===== src/rtl/div_issue_arbiter_if.sv =====
`default_nettype none
// ============================================================================
// Module      : div_issue_arbiter_if
// Description : Bundle for the divider issue arbiter. It carries the requester
//               ops, the divider issue and return path, the result port and
//               the sticky sync error. The slave modport is the arbiter's view.
// Revision    : 1.0 - initial release
// ============================================================================
interface div_issue_arbiter_if #(
  parameter int XLEN    = 32,
  parameter int NUM_REQ = 2,
  parameter int TAG_W   = 6
);
  localparam int ID_W = (NUM_REQ > 1) ? $clog2(NUM_REQ) : 1;

  logic                     flush;
  logic [NUM_REQ-1:0]       req_valid;
  logic [NUM_REQ-1:0]       req_ready;
  logic [NUM_REQ*XLEN-1:0]  req_dividend;
  logic [NUM_REQ*XLEN-1:0]  req_divisor;
  logic [NUM_REQ*2-1:0]     req_type;
  logic [NUM_REQ*TAG_W-1:0] req_tag;

  logic                     div_valid_in;
  logic [XLEN-1:0]          div_dividend;
  logic [XLEN-1:0]          div_divisor;
  logic [1:0]               div_type;
  logic [XLEN-1:0]          div_quotient;
  logic                     div_valid_out;

  logic                     res_valid;
  logic                     res_ready;
  logic [XLEN-1:0]          res_data;
  logic [TAG_W-1:0]         res_tag;
  logic [ID_W-1:0]          res_req_id;
  logic                     err_sync;

  modport slave (
    input  flush, req_valid, req_dividend, req_divisor, req_type, req_tag,
    input  div_quotient, div_valid_out, res_ready,
    output req_ready, div_valid_in, div_dividend, div_divisor, div_type,
    output res_valid, res_data, res_tag, res_req_id, err_sync
  );

  modport master (
    output flush, req_valid, req_dividend, req_divisor, req_type, req_tag,
    output div_quotient, div_valid_out, res_ready,
    input  req_ready, div_valid_in, div_dividend, div_divisor, div_type,
    input  res_valid, res_data, res_tag, res_req_id, err_sync
  );
endinterface
`default_nettype wire


===== src/rtl/div_issue_arbiter.sv =====
`default_nettype none
// ============================================================================
// Module      : div_issue_arbiter
// Description : Round-robin issue of NUM_REQ sources onto one fixed-latency
//               pipelined divider. A sidecar shift register carries each op's
//               tag/requester alongside the divider; results land in a FIFO
//               whose occupancy plus in-flight count is limited to RES_DEPTH,
//               so a stalled result port can never drop a divider result.
// Revision    : 1.0 - initial release
// ============================================================================
module div_issue_arbiter #(
  parameter int XLEN        = 32,
  parameter int DIV_LATENCY = 6,
  parameter int NUM_REQ     = 2,
  parameter int TAG_W       = 6,
  parameter int RES_DEPTH   = 8
) (
  input  logic               clk,
  input  logic               rst,
  div_issue_arbiter_if.slave bus
);
  localparam int ID_W  = (NUM_REQ > 1) ? $clog2(NUM_REQ) : 1;
  localparam int CNT_W = $clog2(RES_DEPTH + 1);
  localparam int SUM_W = CNT_W + 1;
  localparam int PTR_W = (RES_DEPTH > 1) ? $clog2(RES_DEPTH) : 1;

  logic [ID_W-1:0]        r_rr_ptr;
  logic [CNT_W-1:0]       r_inflight_cnt;
  logic [CNT_W-1:0]       r_fifo_cnt;
  logic [DIV_LATENCY-1:0] r_sc_v;
  logic [DIV_LATENCY-1:0] r_sc_kill;
  logic [ID_W-1:0]        r_sc_id  [DIV_LATENCY];
  logic [TAG_W-1:0]       r_sc_tag [DIV_LATENCY];
  logic [XLEN-1:0]        r_mem_data [RES_DEPTH];
  logic [TAG_W-1:0]       r_mem_tag  [RES_DEPTH];
  logic [ID_W-1:0]        r_mem_id   [RES_DEPTH];
  logic [PTR_W-1:0]       r_wptr;
  logic [PTR_W-1:0]       r_rptr;
  logic                   r_err_sync;

  logic [SUM_W-1:0]       w_credits_used;
  logic                   w_issue_ok;
  logic [NUM_REQ-1:0]     w_grant;
  logic                   w_grant_any;
  logic [ID_W-1:0]        w_grant_id;
  logic [XLEN-1:0]        w_dividend;
  logic [XLEN-1:0]        w_divisor;
  logic [1:0]             w_type;
  logic [TAG_W-1:0]       w_tag;
  logic                   w_head_v;
  logic                   w_head_kill;
  logic                   w_capture;
  logic                   w_pop;
  logic                   w_res_valid;

  // Every op in the sidecar or the FIFO holds a result slot; reset blocks issue too.
  assign w_credits_used = SUM_W'(r_inflight_cnt) + SUM_W'(r_fifo_cnt);
  assign w_issue_ok     = !rst && !bus.flush && (w_credits_used < SUM_W'(RES_DEPTH));

  // Round-robin scan starting at r_rr_ptr, first valid requester wins.
  always_comb begin
    int idx;
    idx         = 0;
    w_grant     = '0;
    w_grant_any = 1'b0;
    w_grant_id  = '0;
    for (int k = 0; k < NUM_REQ; k++) begin
      idx = int'(r_rr_ptr) + k;
      if (idx >= NUM_REQ) idx = idx - NUM_REQ;
      if (w_issue_ok && !w_grant_any && bus.req_valid[idx]) begin
        w_grant_any     = 1'b1;
        w_grant_id      = ID_W'(idx);
        w_grant[idx]    = 1'b1;
      end
    end
  end

  // Operand mux from the one-hot grant; all zero when nothing is granted.
  always_comb begin
    w_dividend = '0;
    w_divisor  = '0;
    w_type     = '0;
    w_tag      = '0;
    for (int i = 0; i < NUM_REQ; i++) begin
      if (w_grant[i]) begin
        w_dividend = bus.req_dividend[i*XLEN +: XLEN];
        w_divisor  = bus.req_divisor[i*XLEN +: XLEN];
        w_type     = bus.req_type[i*2 +: 2];
        w_tag      = bus.req_tag[i*TAG_W +: TAG_W];
      end
    end
  end

  assign bus.req_ready    = w_grant;
  assign bus.div_valid_in = w_grant_any;
  assign bus.div_dividend = w_dividend;
  assign bus.div_divisor  = w_divisor;
  assign bus.div_type     = w_type;

  assign w_head_v    = r_sc_v[DIV_LATENCY-1];
  assign w_head_kill = r_sc_kill[DIV_LATENCY-1];
  // The head lines up with the divider output; a flush discards it as well.
  assign w_capture   = w_head_v && !w_head_kill && !bus.flush;
  assign w_res_valid = (r_fifo_cnt != '0);
  assign w_pop       = w_res_valid && bus.res_ready && !bus.flush;

  // Output fields are forced to zero while the FIFO is empty so reset/flush never expose stale entries.
  assign bus.res_valid  = w_res_valid;
  assign bus.res_data   = w_res_valid ? r_mem_data[r_rptr] : '0;
  assign bus.res_tag    = w_res_valid ? r_mem_tag[r_rptr]  : '0;
  assign bus.res_req_id = w_res_valid ? r_mem_id[r_rptr]   : '0;
  assign bus.err_sync   = r_err_sync;

  // Round-robin pointer advances past the winner; held when nothing is granted.
  always_ff @(posedge clk) begin
    if (rst) begin
      r_rr_ptr <= '0;
    end else if (w_grant_any) begin
      r_rr_ptr <= (w_grant_id == ID_W'(NUM_REQ - 1)) ? '0 : w_grant_id + 1'b1;
    end
  end

  // Sidecar shift register; a flush marks every live entry as killed as it moves.
  always_ff @(posedge clk) begin
    if (rst) begin
      r_sc_v    <= '0;
      r_sc_kill <= '0;
      for (int i = 0; i < DIV_LATENCY; i++) begin
        r_sc_id[i]  <= '0;
        r_sc_tag[i] <= '0;
      end
    end else begin
      r_sc_v[0]    <= w_grant_any;
      r_sc_kill[0] <= 1'b0;
      r_sc_id[0]   <= w_grant_id;
      r_sc_tag[0]  <= w_tag;
      for (int i = 1; i < DIV_LATENCY; i++) begin
        r_sc_v[i]    <= r_sc_v[i-1];
        r_sc_kill[i] <= r_sc_kill[i-1] | (bus.flush & r_sc_v[i-1]);
        r_sc_id[i]   <= r_sc_id[i-1];
        r_sc_tag[i]  <= r_sc_tag[i-1];
      end
    end
  end

  // Live in-flight count: +1 on issue, -1 on capture, cleared by flush.
  always_ff @(posedge clk) begin
    if (rst || bus.flush) begin
      r_inflight_cnt <= '0;
    end else begin
      case ({w_grant_any, w_capture})
        2'b10:   r_inflight_cnt <= r_inflight_cnt + 1'b1;
        2'b01:   r_inflight_cnt <= r_inflight_cnt - 1'b1;
        default: r_inflight_cnt <= r_inflight_cnt;
      endcase
    end
  end

  // Result FIFO pointers and occupancy; flush empties it and ignores a same-cycle pop.
  always_ff @(posedge clk) begin
    if (rst || bus.flush) begin
      r_wptr     <= '0;
      r_rptr     <= '0;
      r_fifo_cnt <= '0;
    end else begin
      if (w_capture) begin
        r_wptr <= (r_wptr == PTR_W'(RES_DEPTH - 1)) ? '0 : r_wptr + 1'b1;
      end
      if (w_pop) begin
        r_rptr <= (r_rptr == PTR_W'(RES_DEPTH - 1)) ? '0 : r_rptr + 1'b1;
      end
      case ({w_capture, w_pop})
        2'b10:   r_fifo_cnt <= r_fifo_cnt + 1'b1;
        2'b01:   r_fifo_cnt <= r_fifo_cnt - 1'b1;
        default: r_fifo_cnt <= r_fifo_cnt;
      endcase
    end
  end

  // FIFO storage write; data is taken from the divider whether or not it flagged valid.
  always_ff @(posedge clk) begin
    if (w_capture) begin
      r_mem_data[r_wptr] <= bus.div_quotient;
      r_mem_tag[r_wptr]  <= r_sc_tag[DIV_LATENCY-1];
      r_mem_id[r_wptr]   <= r_sc_id[DIV_LATENCY-1];
    end
  end

  // Sticky flag for a divider valid that disagrees with the sidecar head.
  always_ff @(posedge clk) begin
    if (rst) begin
      r_err_sync <= 1'b0;
    end else if (bus.div_valid_out != w_head_v) begin
      r_err_sync <= 1'b1;
    end
  end

  a_no_overflow: assert property (@(posedge clk) disable iff (rst)
    w_capture |-> (r_fifo_cnt < CNT_W'(RES_DEPTH)));

endmodule
`default_nettype wire


===== src/flat_wrapper.sv =====
// flat-port wrapper written by rule: the top's interface ports become plain ports
module div_issue_arbiter_flat 
#(
  parameter int XLEN        = 32,
  parameter int DIV_LATENCY = 6,
  parameter int NUM_REQ     = 2,
  parameter int TAG_W       = 6,
  parameter int RES_DEPTH   = 8
)
  (clk, rst, bus_flush, bus_req_valid, bus_req_dividend, bus_req_divisor, bus_req_type, bus_req_tag, bus_div_quotient, bus_div_valid_out, bus_res_ready, bus_req_ready, bus_div_valid_in, bus_div_dividend, bus_div_divisor, bus_div_type, bus_res_valid, bus_res_data, bus_res_tag, bus_res_req_id, bus_err_sync);
  div_issue_arbiter_if #(.XLEN(XLEN), .NUM_REQ(NUM_REQ), .TAG_W(TAG_W)) bus_i ();
  input  logic clk;
  input  logic rst;
  input wire logic [$bits(bus_i.flush)-1:0] bus_flush;
  input wire logic [$bits(bus_i.req_valid)-1:0] bus_req_valid;
  input wire logic [$bits(bus_i.req_dividend)-1:0] bus_req_dividend;
  input wire logic [$bits(bus_i.req_divisor)-1:0] bus_req_divisor;
  input wire logic [$bits(bus_i.req_type)-1:0] bus_req_type;
  input wire logic [$bits(bus_i.req_tag)-1:0] bus_req_tag;
  input wire logic [$bits(bus_i.div_quotient)-1:0] bus_div_quotient;
  input wire logic [$bits(bus_i.div_valid_out)-1:0] bus_div_valid_out;
  input wire logic [$bits(bus_i.res_ready)-1:0] bus_res_ready;
  output wire logic [$bits(bus_i.req_ready)-1:0] bus_req_ready;
  output wire logic [$bits(bus_i.div_valid_in)-1:0] bus_div_valid_in;
  output wire logic [$bits(bus_i.div_dividend)-1:0] bus_div_dividend;
  output wire logic [$bits(bus_i.div_divisor)-1:0] bus_div_divisor;
  output wire logic [$bits(bus_i.div_type)-1:0] bus_div_type;
  output wire logic [$bits(bus_i.res_valid)-1:0] bus_res_valid;
  output wire logic [$bits(bus_i.res_data)-1:0] bus_res_data;
  output wire logic [$bits(bus_i.res_tag)-1:0] bus_res_tag;
  output wire logic [$bits(bus_i.res_req_id)-1:0] bus_res_req_id;
  output wire logic [$bits(bus_i.err_sync)-1:0] bus_err_sync;
  assign bus_i.flush = bus_flush;
  assign bus_i.req_valid = bus_req_valid;
  assign bus_i.req_dividend = bus_req_dividend;
  assign bus_i.req_divisor = bus_req_divisor;
  assign bus_i.req_type = bus_req_type;
  assign bus_i.req_tag = bus_req_tag;
  assign bus_i.div_quotient = bus_div_quotient;
  assign bus_i.div_valid_out = bus_div_valid_out;
  assign bus_i.res_ready = bus_res_ready;
  assign bus_req_ready = bus_i.req_ready;
  assign bus_div_valid_in = bus_i.div_valid_in;
  assign bus_div_dividend = bus_i.div_dividend;
  assign bus_div_divisor = bus_i.div_divisor;
  assign bus_div_type = bus_i.div_type;
  assign bus_res_valid = bus_i.res_valid;
  assign bus_res_data = bus_i.res_data;
  assign bus_res_tag = bus_i.res_tag;
  assign bus_res_req_id = bus_i.res_req_id;
  assign bus_err_sync = bus_i.err_sync;
  div_issue_arbiter #(.XLEN(XLEN), .DIV_LATENCY(DIV_LATENCY), .NUM_REQ(NUM_REQ), .TAG_W(TAG_W), .RES_DEPTH(RES_DEPTH)) u_core (.clk(clk), .rst(rst), .bus(bus_i));
endmodule

===== config.mk =====
export PLATFORM = sky130hd
export DESIGN_NAME = div_issue_arbiter_flat
export DESIGN_NICKNAME = d
export VERILOG_FILES = /design/src/rtl/div_issue_arbiter_if.sv /design/src/rtl/div_issue_arbiter.sv /design/src/flat_wrapper.sv
export SDC_FILE = /design/constraint.sdc
export NUM_CORES = 1
export LEC_CHECK = 0
export CORE_UTILIZATION = 47
export DETAILED_ROUTE_END_ITERATION = 8
export PLACE_DENSITY = 0.8
export SETUP_SLACK_MARGIN = 0.02
export SYNTH_ARGS = -nofsm -noshare
export SYNTH_HDL_FRONTEND = slang
export SYNTH_SLANG_ARGS = --single-unit

===== constraint.sdc =====
create_clock -name clk -period 5.9 [get_ports clk]
set_input_delay 0.885 -clock clk [delete_from_list [all_inputs] [get_ports clk]]
set_output_delay 0.885 -clock clk [all_outputs]
set_load 0.01 [all_outputs]

# After elaboration in Yosys (flattened, before gate mapping)
# Memories as Yosys holds them, arrays and structs flattened. A register that Yosys moved wholly into a read port is not among the register bits.
# Index checks and enable logic that the tools add are counted.
# totals
reg_bits	28
output_inout_bits	110
n_memories	5
input_bits	183
romBits	0
latch_bits	0
ram_bits	354
elab_cells	138
# memory_table
name	words	width	read_ports	rd_ports_with_merged_regs	write_ports	line	rtl
u_core.r_mem_data	8	32	1	1	1	div_issue_arbiter.sv:34	logic [XLEN-1:0] r_mem_data [RES_DEPTH];
u_core.r_mem_tag	8	6	1	1	1	div_issue_arbiter.sv:35	logic [TAG_W-1:0] r_mem_tag [RES_DEPTH];
u_core.r_sc_tag	6	6	6	0	6	div_issue_arbiter.sv:33	logic [TAG_W-1:0] r_sc_tag [DIV_LATENCY];
u_core.r_mem_id	8	1	1	1	1	div_issue_arbiter.sv:36	logic [ID_W-1:0] r_mem_id [RES_DEPTH];
u_core.r_sc_id	6	1	6	0	6	div_issue_arbiter.sv:32	logic [ID_W-1:0] r_sc_id [DIV_LATENCY];
# classes
reduce_logical	19
bitwise_logic	23
n_mux	57
n_eq_ne	7
mul	0
n_div	0
n_lt_le_gt_ge	7
n_addsub	11
n_shift	0
# ops
operator	n
$mux 32	7
$ge 32x1->1 const B	2
$lt 32x3->1 const B	2
$mux 6	9
$ge 32x3->1 const B	1
$sub 32x3->32 const B	1
$mux 1	25
$mux 3	8
$or 1x1->1	17
$pmux 4 s2	2
$logic_and 1x1->1	11
$add 4x1->4 const B	2
$mux 2	4
$sub 4x1->4 const B	2
$add 3x1->3 const B	2
$eq 3x3->1 const B	2
$add 4x4->5	1
$and 1x1->1	5
$lt 5x4->1 const B	1
$eq 2x1->1 const B	2
$eq 2x2->1 const B	2
$logic_not 1->1	4
$reduce_bool 2->1	2
$reduce_bool 4->1	1
other kinds (8)	9

# Depth between registers and ports, before layout
# Gate-level depths: netlist of the first run.
# depth
word_depth	14
mapped_depth	13
mapped_depth_nobuf	12

# Least setup slack after synthesis of the first run
# Ideal clock, no wire load.
# synth_path
path_kind	input to register
from	input bus_flush
to	memory u_core.r_mem_data[0][0] (enable)
arrival_ns	5.287
path_stages	4
setup_ns	0.533
n_path_buf	2
required_time_ns	5.367
setup_slack_ns	0.080
path_cell_list	buf_2 > or3b_1 > buf_2 > nor4_1
# synth_via
elab_chain_len	4
# synth_rtl
item	line	rtl
start, declared	flat_wrapper.sv:14	input wire logic [$bits(bus_i.flush)-1:0] bus_flush;
$logic_not 1->1	div_issue_arbiter.sv:103	assign w_capture = w_head_v && !w_head_kill && !bus.flush;
$logic_and 1x1->1	div_issue_arbiter.sv:103	
$mux 1	div_issue_arbiter.sv:182	if (w_capture) begin
$mux 1 (not written as such)	div_issue_arbiter.sv:183	r_mem_data[r_wptr] <= bus.div_quotient;
end, declared	div_issue_arbiter.sv:34	
# No other way between the ends.

# Worst setup path in the final report of the first run
# layout_path
from	input bus_req_valid[1]
to	output bus_div_divisor[2]
# layout_via
elab_chain_len	11
elab_cells_between_ends	16
cone_classes	mux (11); bitwise (1); reduce/logical (4)
# layout_rtl
item	line	rtl
start, declared	flat_wrapper.sv:15	input wire logic [$bits(bus_i.req_valid)-1:0] bus_req_valid;
$mux 1 (not written as such) (3 in a row)	div_issue_arbiter.sv:70	if (w_issue_ok && !w_grant_any && bus.req_valid[idx]) begin
$logic_and 1x1->1	div_issue_arbiter.sv:70	
$mux 1	div_issue_arbiter.sv:70	
$logic_not 1->1	div_issue_arbiter.sv:70	
$logic_and 1x1->1 (2 in a row)	div_issue_arbiter.sv:70	
$mux 2 *	div_issue_arbiter.sv:70	
$mux 32	div_issue_arbiter.sv:85	if (w_grant[i]) begin
$mux 32 *	div_issue_arbiter.sv:85	
end, declared	flat_wrapper.sv:26	output wire logic [$bits(bus_i.div_divisor)-1:0] bus_div_divisor;
# Every way passes the cells marked *; elsewhere a longest branch is shown, timed or not. The select of a mux whose other input is x is not followed.

==> key figures, run 1 <==
Run status
  – Outcome: completed

CTS
  – Clock Tree Buf Depth: 3
  – Worst skew pair latency: 0.53 ns
  – CTS H-tree lvls: 2
  – TritonCTS clock tree: built
  – Post-cts sizing count: 0
  – Clk sink count: 384
  – CTS clk-pin slew, worst paths: 0.06 ns
  – CTS buffer count: 39
  – Hold buffers post-CTS: 0
  – Clock Tree Root: clkbuf_16
  – Post-CTS setup buffer count: 0

Timing
  – Slew Limit Fails: 0
  – Setup Skew: 0.0279 ns
  – Measured slew at the worst slew-check pin: about 1.0 ns
  – F_max: ~230 MHz
  – Final Critical Period: 4.29 ns
  – Crit share post-route: 0.728
  – Max_slew headroom: 0.307
  – Setup_tns: 0 ns
  – RSZ-0062 raised after global routing: false
  – # setup viols final: 0
  – Final hold vios: 0

Pwr
  – Power per cell area: 278 nW/um^2
  – Sw Pwr: 1110 uW
  – Sequential power share: 0.526
  – Switching Share: 0.199
  – VDD IR max: 0.185 mV
  – Clk network pwr share: 0.421
  – Pint: between 4000 and 5000 uW
  – Comb pwr share: 0.053
  – Leakage power: 0.00642 uW
  – Final Power: around 5600 uW

Worst setup path
  – Crit. End Element: output port
  – Crit-path max FO: 45
  – Reg2reg end: u_core.r_inflight_cnt[3]
  – Worst R2R Setup Slack: 2.88 ns
  – Reg2reg path depth: 11
  – Worst Path Arrival: between 3 and 4 ns
  – CP Class: primary input to output port
  – Startpoint type of the worst setup path: primary input
  – CP required: 5.02 ns
  – Start of the worst register-to-register path: u_core.r_fifo_cnt[1]

Detailed routing
  – Wire per inst: 21.7 um
  – Avg Vias per Cell: approximately 5.5
  – DRT Pass-1 Iters: 5
  – DRT Wirelength: roughly 38,000 um
  – Via count: 9,555
  – Antenna viol nets, final: 0
  – Drt drc: 0
  – DR iter-0 viols: 587

Cells and area
  – Multi-input logic area: 4330 um^2
  – FF+latch area: 10,800 um^2
  – Area delta synth->final: 29.7%
  – Final Net Count: 1,468
  – Final Instance Area: about 20,000 um^2
  – Fillers: 2,366
  – Share of layout cells above drive strength 1: 0.131

Worst hold path
  – Hold Crit Start: u_core.r_sc_id[0][1]
  – Hold/Removal Path Class: flop to flop
  – Hold EP: u_core.r_sc_id[0][2]
  – Worst hold stages: 1

Floorplan
  – Io pins: 293
  – Full die area: 33,600 um^2
  – Core area: 32,500 um^2
  – # rows: 66
  – Die H: 183 um
  – Starting Density: 0.476
  – Die width: 183 um

Logic synthesis
  – Synth Instances: roughly 990
  – Seq/Total Area, Yosys: 0.699
  – Mapped Area: 15,500 um^2
  – Synthesized flop and latch total: 384
  – Post-synth EDFFs: 312
  – Ys Warns: 0
  – Net Count, Synth: 1,187
  – Synth cell types: 35
  – Async set or reset register ratio after synthesis: 0
  – Primary FF master, synth: edfxtp_1
  – Synthesized area per cell: 15.6 um^2

Place
  – Placed Area: 18,800 um^2
  – # port buffers: 292
  – Routability Congestion: just over 0.9
  – Dpl hpwl: 23,500 um

Global route
  – First-pass GRT wire length: 55,600 um
  – Initial antenna violation count: 3
  – Largest net degree at the start of global routing: 75
  – Overall Global Routing Usage: 0.224
  – Vias in the first global route: approximately 10,000
  – GRT overflow: 0

Run
  – Max cap viols: 0
[through the flow]
step | hold WS, ns | worst slack, ns | util | cells
2_1_floorplan | 0.413 | 0.0805 | - | 989
3_3_place_gp | 0.418 | 1.69 | 0.579 | 1671
3_5_place_dp | 0.423 | 1.64 | 0.579 | 1671
4_1_cts | 0.429 | 1.63 | 0.617 | 1741
5_1_grt | 0.455 | 1.42 | 0.618 | 1744
6_report | 0.430 | 1.61 | 0.618 | 1744
[power by group through the flow]
stage          registers [uW]  clock network [uW]  logic [uW]
6_report                 2930                2340         294
5_1_grt                  2930                2490         315
4_1_cts                  2930                2390         294
3_5_place_dp             2980                   0         292
3_3_place_gp             2980                   0         291
2_1_floorplan            2980                   0        87.7
[cell usage after synthesis, types with 2 or more instances]
library cell,instances,area share
and2_1,2,0.00081
edfxtp_1,312,0.61
nor2b_1,42,0.017
o31ai_1,3,0.0015
a21oi_1,86,0.028
o21ai_0,3,0.00097
inv_1,10,0.0024
clkbuf_1,42,0.010
fa_1,2,0.0026
mux2i_1,41,0.027
buf_2,20,0.0065
xor2_1,5,0.0028
nor2_1,72,0.017
buf_1,4,0.00097
and4b_1,2,0.0013
nand2_1,81,0.020
ha_1,13,0.011
nor3_1,6,0.0019
mux4_2,78,0.11
nand3_1,74,0.024
dfxtp_1,72,0.093
buf_12,3,0.0039
nand2b_1,3,0.0012
a211oi_1,2,0.00097
[worst max-delay path, cell delays in order]
cell and delay, ns:
clkdlybuf4s50_1 0.55, and2_2 0.69, buf_4 0.42, nand2_1 0.09
a21oi_1 0.18, clkdlybuf4s50_1 0.57
[registers in the layout (all words and copies together) (netlist names), named ones only]
| register | flops |
|---|---|
| u_core.bus.err_sync | 1 |
| u_core.r_fifo_cnt | 4 |
| u_core.r_inflight_cnt | 4 |
| u_core.r_mem_data | 256 |
| u_core.r_mem_id | 8 |
| u_core.r_mem_tag | 48 |
| u_core.r_rptr | 3 |
| u_core.r_rr_ptr | 1 |
| u_core.r_sc_id | 6 |
| u_core.r_sc_kill | 5 |
| u_core.r_sc_tag | 36 |
| u_core.r_sc_v | 6 |
| u_core.r_wptr | 3 |
[cells in the final DEF (no fill, tap or decap), drive strengths merged, types with 3 or more instances in the layout]
| cell type | netlist | final |
|---|---|---|
| nor2 | 72 | 72 |
| nand2 | 81 | 81 |
| nor3 | 6 | 6 |
| mux4 | 78 | 78 |
| clkinv | 0 | 13 |
| buf | 28 | 20 |
| clkbuf | 42 | 51 |
| nor2b | 42 | 42 |
| o21ai | 3 | 3 |
| xor2 | 5 | 5 |
| bufinv | 0 | 3 |
| nand2b | 3 | 3 |
| dfxtp | 72 | 72 |
| inv | 11 | 11 |
| clkdlybuf4s50 | 0 | 290 |
| edfxtp | 312 | 312 |
| a21oi | 86 | 86 |
| clkinvlp | 0 | 3 |
| diode | 0 | 3 |
| mux2i | 41 | 41 |
| ha | 13 | 13 |
| nand3 | 74 | 74 |
| o31ai | 3 | 3 |
[final cells by class]
| cell class | count | share of cell area |
|---|---|---|
| Sequential cell | 384 | 0.540 |
| Tap cell | 442 | 0.0276 |
| Clock inverter | 19 | 0.00993 |
| Timing Repair Buffer | 310 | 0.153 |
| Multi-Input combinational cell | 524 | 0.216 |
| Clock buffer | 51 | 0.0514 |
| Antenna cell | 3 | 0.000375 |
| Inverter | 11 | 0.00206 |
[how the worst max path moves through the flow]
| stage | depth (start not counted) | start | to |
|---|---|---|---|
| 6_report | 6 | bus_req_valid[1] | bus_div_divisor[2] |
| 5_1_grt | 6 | bus_req_valid[1] | bus_div_divisor[2] |
| 4_1_cts | 6 | bus_req_valid[1] | bus_div_divisor[31] |
| 3_5_place_dp | 6 | bus_req_valid[1] | bus_div_divisor[31] |
| 3_3_place_gp | 6 | bus_req_valid[1] | bus_div_divisor[4] |
| 2_1_floorplan | 4 | bus_flush | u_core.r_mem_data[0][0] |
[layer usage]
layer,track usage,vias to the layer above,wire length [um]
li1,-,4303,-
met1,0.248,4717,13500
met2,0.407,456,20200
met3,0.0492,79,2700
met4,0.106,0,1410
met5,0,-,0
[cells by family after synthesis]
group	synth area share
AO/OA/AOI/OAI	0.0325
buffers and inverters	0.0249
flip-flops	0.699
multiplexers	0.140
adder cells (fa/ha/maj)	0.0131
XOR/XNOR	0.00283
AND/OR/NAND/NOR	0.0870
Note: power is estimated with default switching activity, not from simulation.
==> inputs of run 2 (changes only) <==
CORE_UTILIZATION = 52   (was 47)
PLACE_DENSITY = 0.84   (was 0.8)
clock period = 4.5 ns   (was 5.9 ns; I/O delays follow)
==> key figures, run 2 (synthesis results as in run 1) <==
Run status
  – Outcome: completed

Worst setup path
  – Worst Path Arrival: 3.09 ns (-0.32 ns)
  – Startpoint type of the worst setup path: flop
  – CP endpoint: bus_div_dividend[15]
  – Worst R2R Setup Slack: 1.57 ns (-1.31 ns)
  – Start of the worst register-to-register path: u_core.r_fifo_cnt[3]
  – CP Depth: 7 (+1)
  – Cell family with most CP delay: buffers and inverters
  – Crit. End Element: output port
  – Crit-path cells: ha_1, nor3_1, o211ai_4, buf_4, buf_4, a21oi_1, clkdlybuf4s50_1
  – Worst path max stage delay: 0.56 ns (-0.13 ns)
  – CP required: 3.83 ns (-1.19 ns)
  – Most used cell, CP: buf_4
  – Buf/Inv on CP: 3 (unchanged)
  – Crit-path slowest cell: clkdlybuf4s50_1
  – Crit-path max FO: 55 (+22%)
  – Reg2reg end: u_core.r_fifo_cnt[3]
  – CP Class: flop to output port
  – CP startpoint: u_core.r_fifo_cnt[3]
  – Reg2reg path depth: 11 (unchanged)

Timing
  – Final hold vios: 0 (unchanged)
  – Final hold slack: 0.434 ns (+0.00407 ns)
  – # setup viols final: 0 (unchanged)
  – Measured slew at the worst slew-check pin: 0.943 ns (-0.0927 ns)
  – Slew Limit Fails: 0 (unchanged)
  – RSZ-0062 raised after global routing: false
  – PnR worst setup slack: 0.735 ns (-0.871 ns)
  – Crit share post-route: 0.837
  – Max_slew headroom: 0.371 (+0.0642)
  – Final Critical Period: 3.77 ns
  – F_max: 266 MHz
  – Setup Skew: 0.0117 ns (-0.0162 ns)

Cells and area
  – Most frequent cells in the layout: edfxtp_1 (312), clkdlybuf4s50_1 (290), a21oi_1 (86)
  – Final std cells w/o fill: 1,693 (-2.9%)
  – Final Net Count: 1,475 (+0.48%)
  – Biggest register: u_core.r_mem_data
  – Area delta synth->final: 29.8%
  – Max reg flops: 256 (unchanged)
  – Share of layout cells above drive strength 1: 0.137 (+0.00629)
  – Largest regs: u_core.r_mem_data: 256 flops, u_core.r_mem_tag: 48 flops, u_core.r_sc_tag: 36 flops
  – Commonest non-fill, non-tap cell in the layout: edfxtp_1
  – Fillers: 1,842 (-22%)

Pwr
  – Sequential power share: 0.525 (about the same)
  – VDD IR max: 0.229 mV (+24%)
  – Clk network pwr share: 0.422 (about the same)
  – Power per cell area: 364 nW/um^2 (+31%)
  – Pint: 5880 uW (+32%)
  – Switching Share: 0.196 (-0.00302)
  – Leakage power: 0.00647 uW (+0.81%)
  – Comb pwr share: 0.053 (about the same)
  – Sw Pwr: 1430 uW (+29%)

Global route
  – First-pass GRT wire length: 57,800 um (+4.0%)
  – Vias in the first global route: 9,980 (-0.11%)
  – Largest net degree at the start of global routing: 75 (unchanged)
  – GRT overflow: 0 (unchanged)
  – Overall Global Routing Usage: 0.255 (+0.0312)
  – Initial antenna violation count: 3 (unchanged)

Detailed routing
  – DRT Pass-1 Iters: 5 (unchanged)
  – DR iter-0 viols: 762 (+30%)
  – Avg Vias per Cell: 5.68 (+3.6%)
  – Via count: 9,612 (+0.60%)
  – Wire per inst: 22.8 um (+5.1%)
  – DRT Wirelength: 38,600 um (+2.0%)
  – Antenna viol nets, final: 0 (unchanged)
  – Drt drc: 0 (unchanged)

Floorplan
  – Starting Density: 0.534 (+0.0579)
  – # rows: 62 (-6.1%)
  – Core area: 28,900 um^2 (-11%)
  – Io pins: 293 (unchanged)
  – Die width: 174 um (-4.9%)
  – Die H: 174 um (-4.9%)
  – Full die area: 30,400 um^2 (-9.5%)

CTS
  – CTS buffer count: 37 (-5.1%)
  – TritonCTS clock tree: built
  – Clock Tree Root: clkbuf_16
  – CTS clk-pin slew, worst paths: 0.06 ns (about the same)
  – Post-CTS setup buffer count: 0 (unchanged)
  – Worst skew pair latency: 0.51 ns (-0.02 ns)
  – Clk sink count: 384 (unchanged)
  – Clock Tree Buf Depth: 3 (unchanged)
  – Post-cts sizing count: 0 (unchanged)
  – Hold buffers post-CTS: 0 (unchanged)
  – CTS H-tree lvls: 2 (unchanged)

Place
  – Pre-CTS setup slack: 0.810 ns (-0.832 ns)
  – Dpl hpwl: 23,300 um (-0.81%)
  – Routability Congestion: 0.902 (-1.2%)
  – Placed cells: 1,622 (-2.9%)
  – # port buffers: 292 (unchanged)

Worst hold path
  – Hold/Removal Path Class: flop to flop
  – Hold Crit Start: u_core.r_sc_tag[0][17]

Run
  – Max cap viols: 0 (unchanged)
run 2: cell types whose count changed in the layout (fill, tap and decap cells not counted), sizes merged:
cell / change
inv: +1
bufinv: -1
clkinvlp: -2
diode: +1
clkbuf: +6
buf: +9
clkinv: -7
run 2: through the flow:
step | utilization | power (uW) | TNS, ns | cell area [um^2]
floorplan | - | 4030 | -7.24 | 15500
global placement | 0.651 | 4290 | 0 | 18800
detailed placement | 0.651 | 4300 | 0 | 18800
CTS | 0.693 | 7360 | 0 | 20100
global route | 0.693 | 7520 | 0 | 20100
finish | 0.694 | 7310 | 0 | 20100
run 2: final cells by class:
cell class / count / area, um^2 / share of cell area
clock buffers: 57 / 1110 / 0.0555
repair buffers: 319 / 3140 / 0.157
clock inverters: 10 / 116 / 0.00580
inverters: 11 / 41.3 / 0.00206
diodes: 4 / 10.0 / 0.000499
well taps: 384 / 480 / 0.0239
multi-input cells: 524 / 4350 / 0.217
flip-flops and latches: 384 / 10800 / 0.539
run 2: worst min-delay path by stage:
stage / endpoint / slack [ns] / depth (start not counted)
after global placement: u_core.r_sc_kill[4] / 0.41 / 2
after floorplan: u_core.r_sc_kill[2] / 0.41 / 2
final: u_core.r_sc_tag[0][23] / 0.43 / 1
after CTS: u_core.r_sc_tag[0][29] / 0.43 / 1
after global routing: u_core.r_sc_tag[0][23] / 0.45 / 1
after detailed placement: u_core.r_sc_tag[0][13] / 0.42 / 1
run 2: worst reg2reg max path, delay by kind of cell, from the launching register on:
| kind | cells | cell delay [ns] |
|---|---|---|
| buffers and inverters | 2 | 0.70 |
| AND/OR/NAND/NOR | 4 | 0.65 |
| adder cells (fa/ha/maj) | 2 | 0.63 |
| AO/OA/AOI/OAI | 3 | 0.49 |
| flip-flops | 1 | 0.36 |
run 2: power by group through the flow:
stage	Combinational (uW)	Sequential (uW)	Clock, uW
2_1_floorplan	115	3910	0
3_3_place_gp	381	3910	0
3_5_place_dp	384	3910	0
4_1_cts	388	3840	3130
5_1_grt	417	3830	3270
6_report	388	3840	3090
run 2: layer usage:
layer	track usage	vias to the layer above	share of wire
met4	0.107	0	0.035
met1	0.303	4752	0.37
met5	0	-	0
met2	0.451	467	0.52
met3	0.0514	76	0.075
li1	-	4317	-
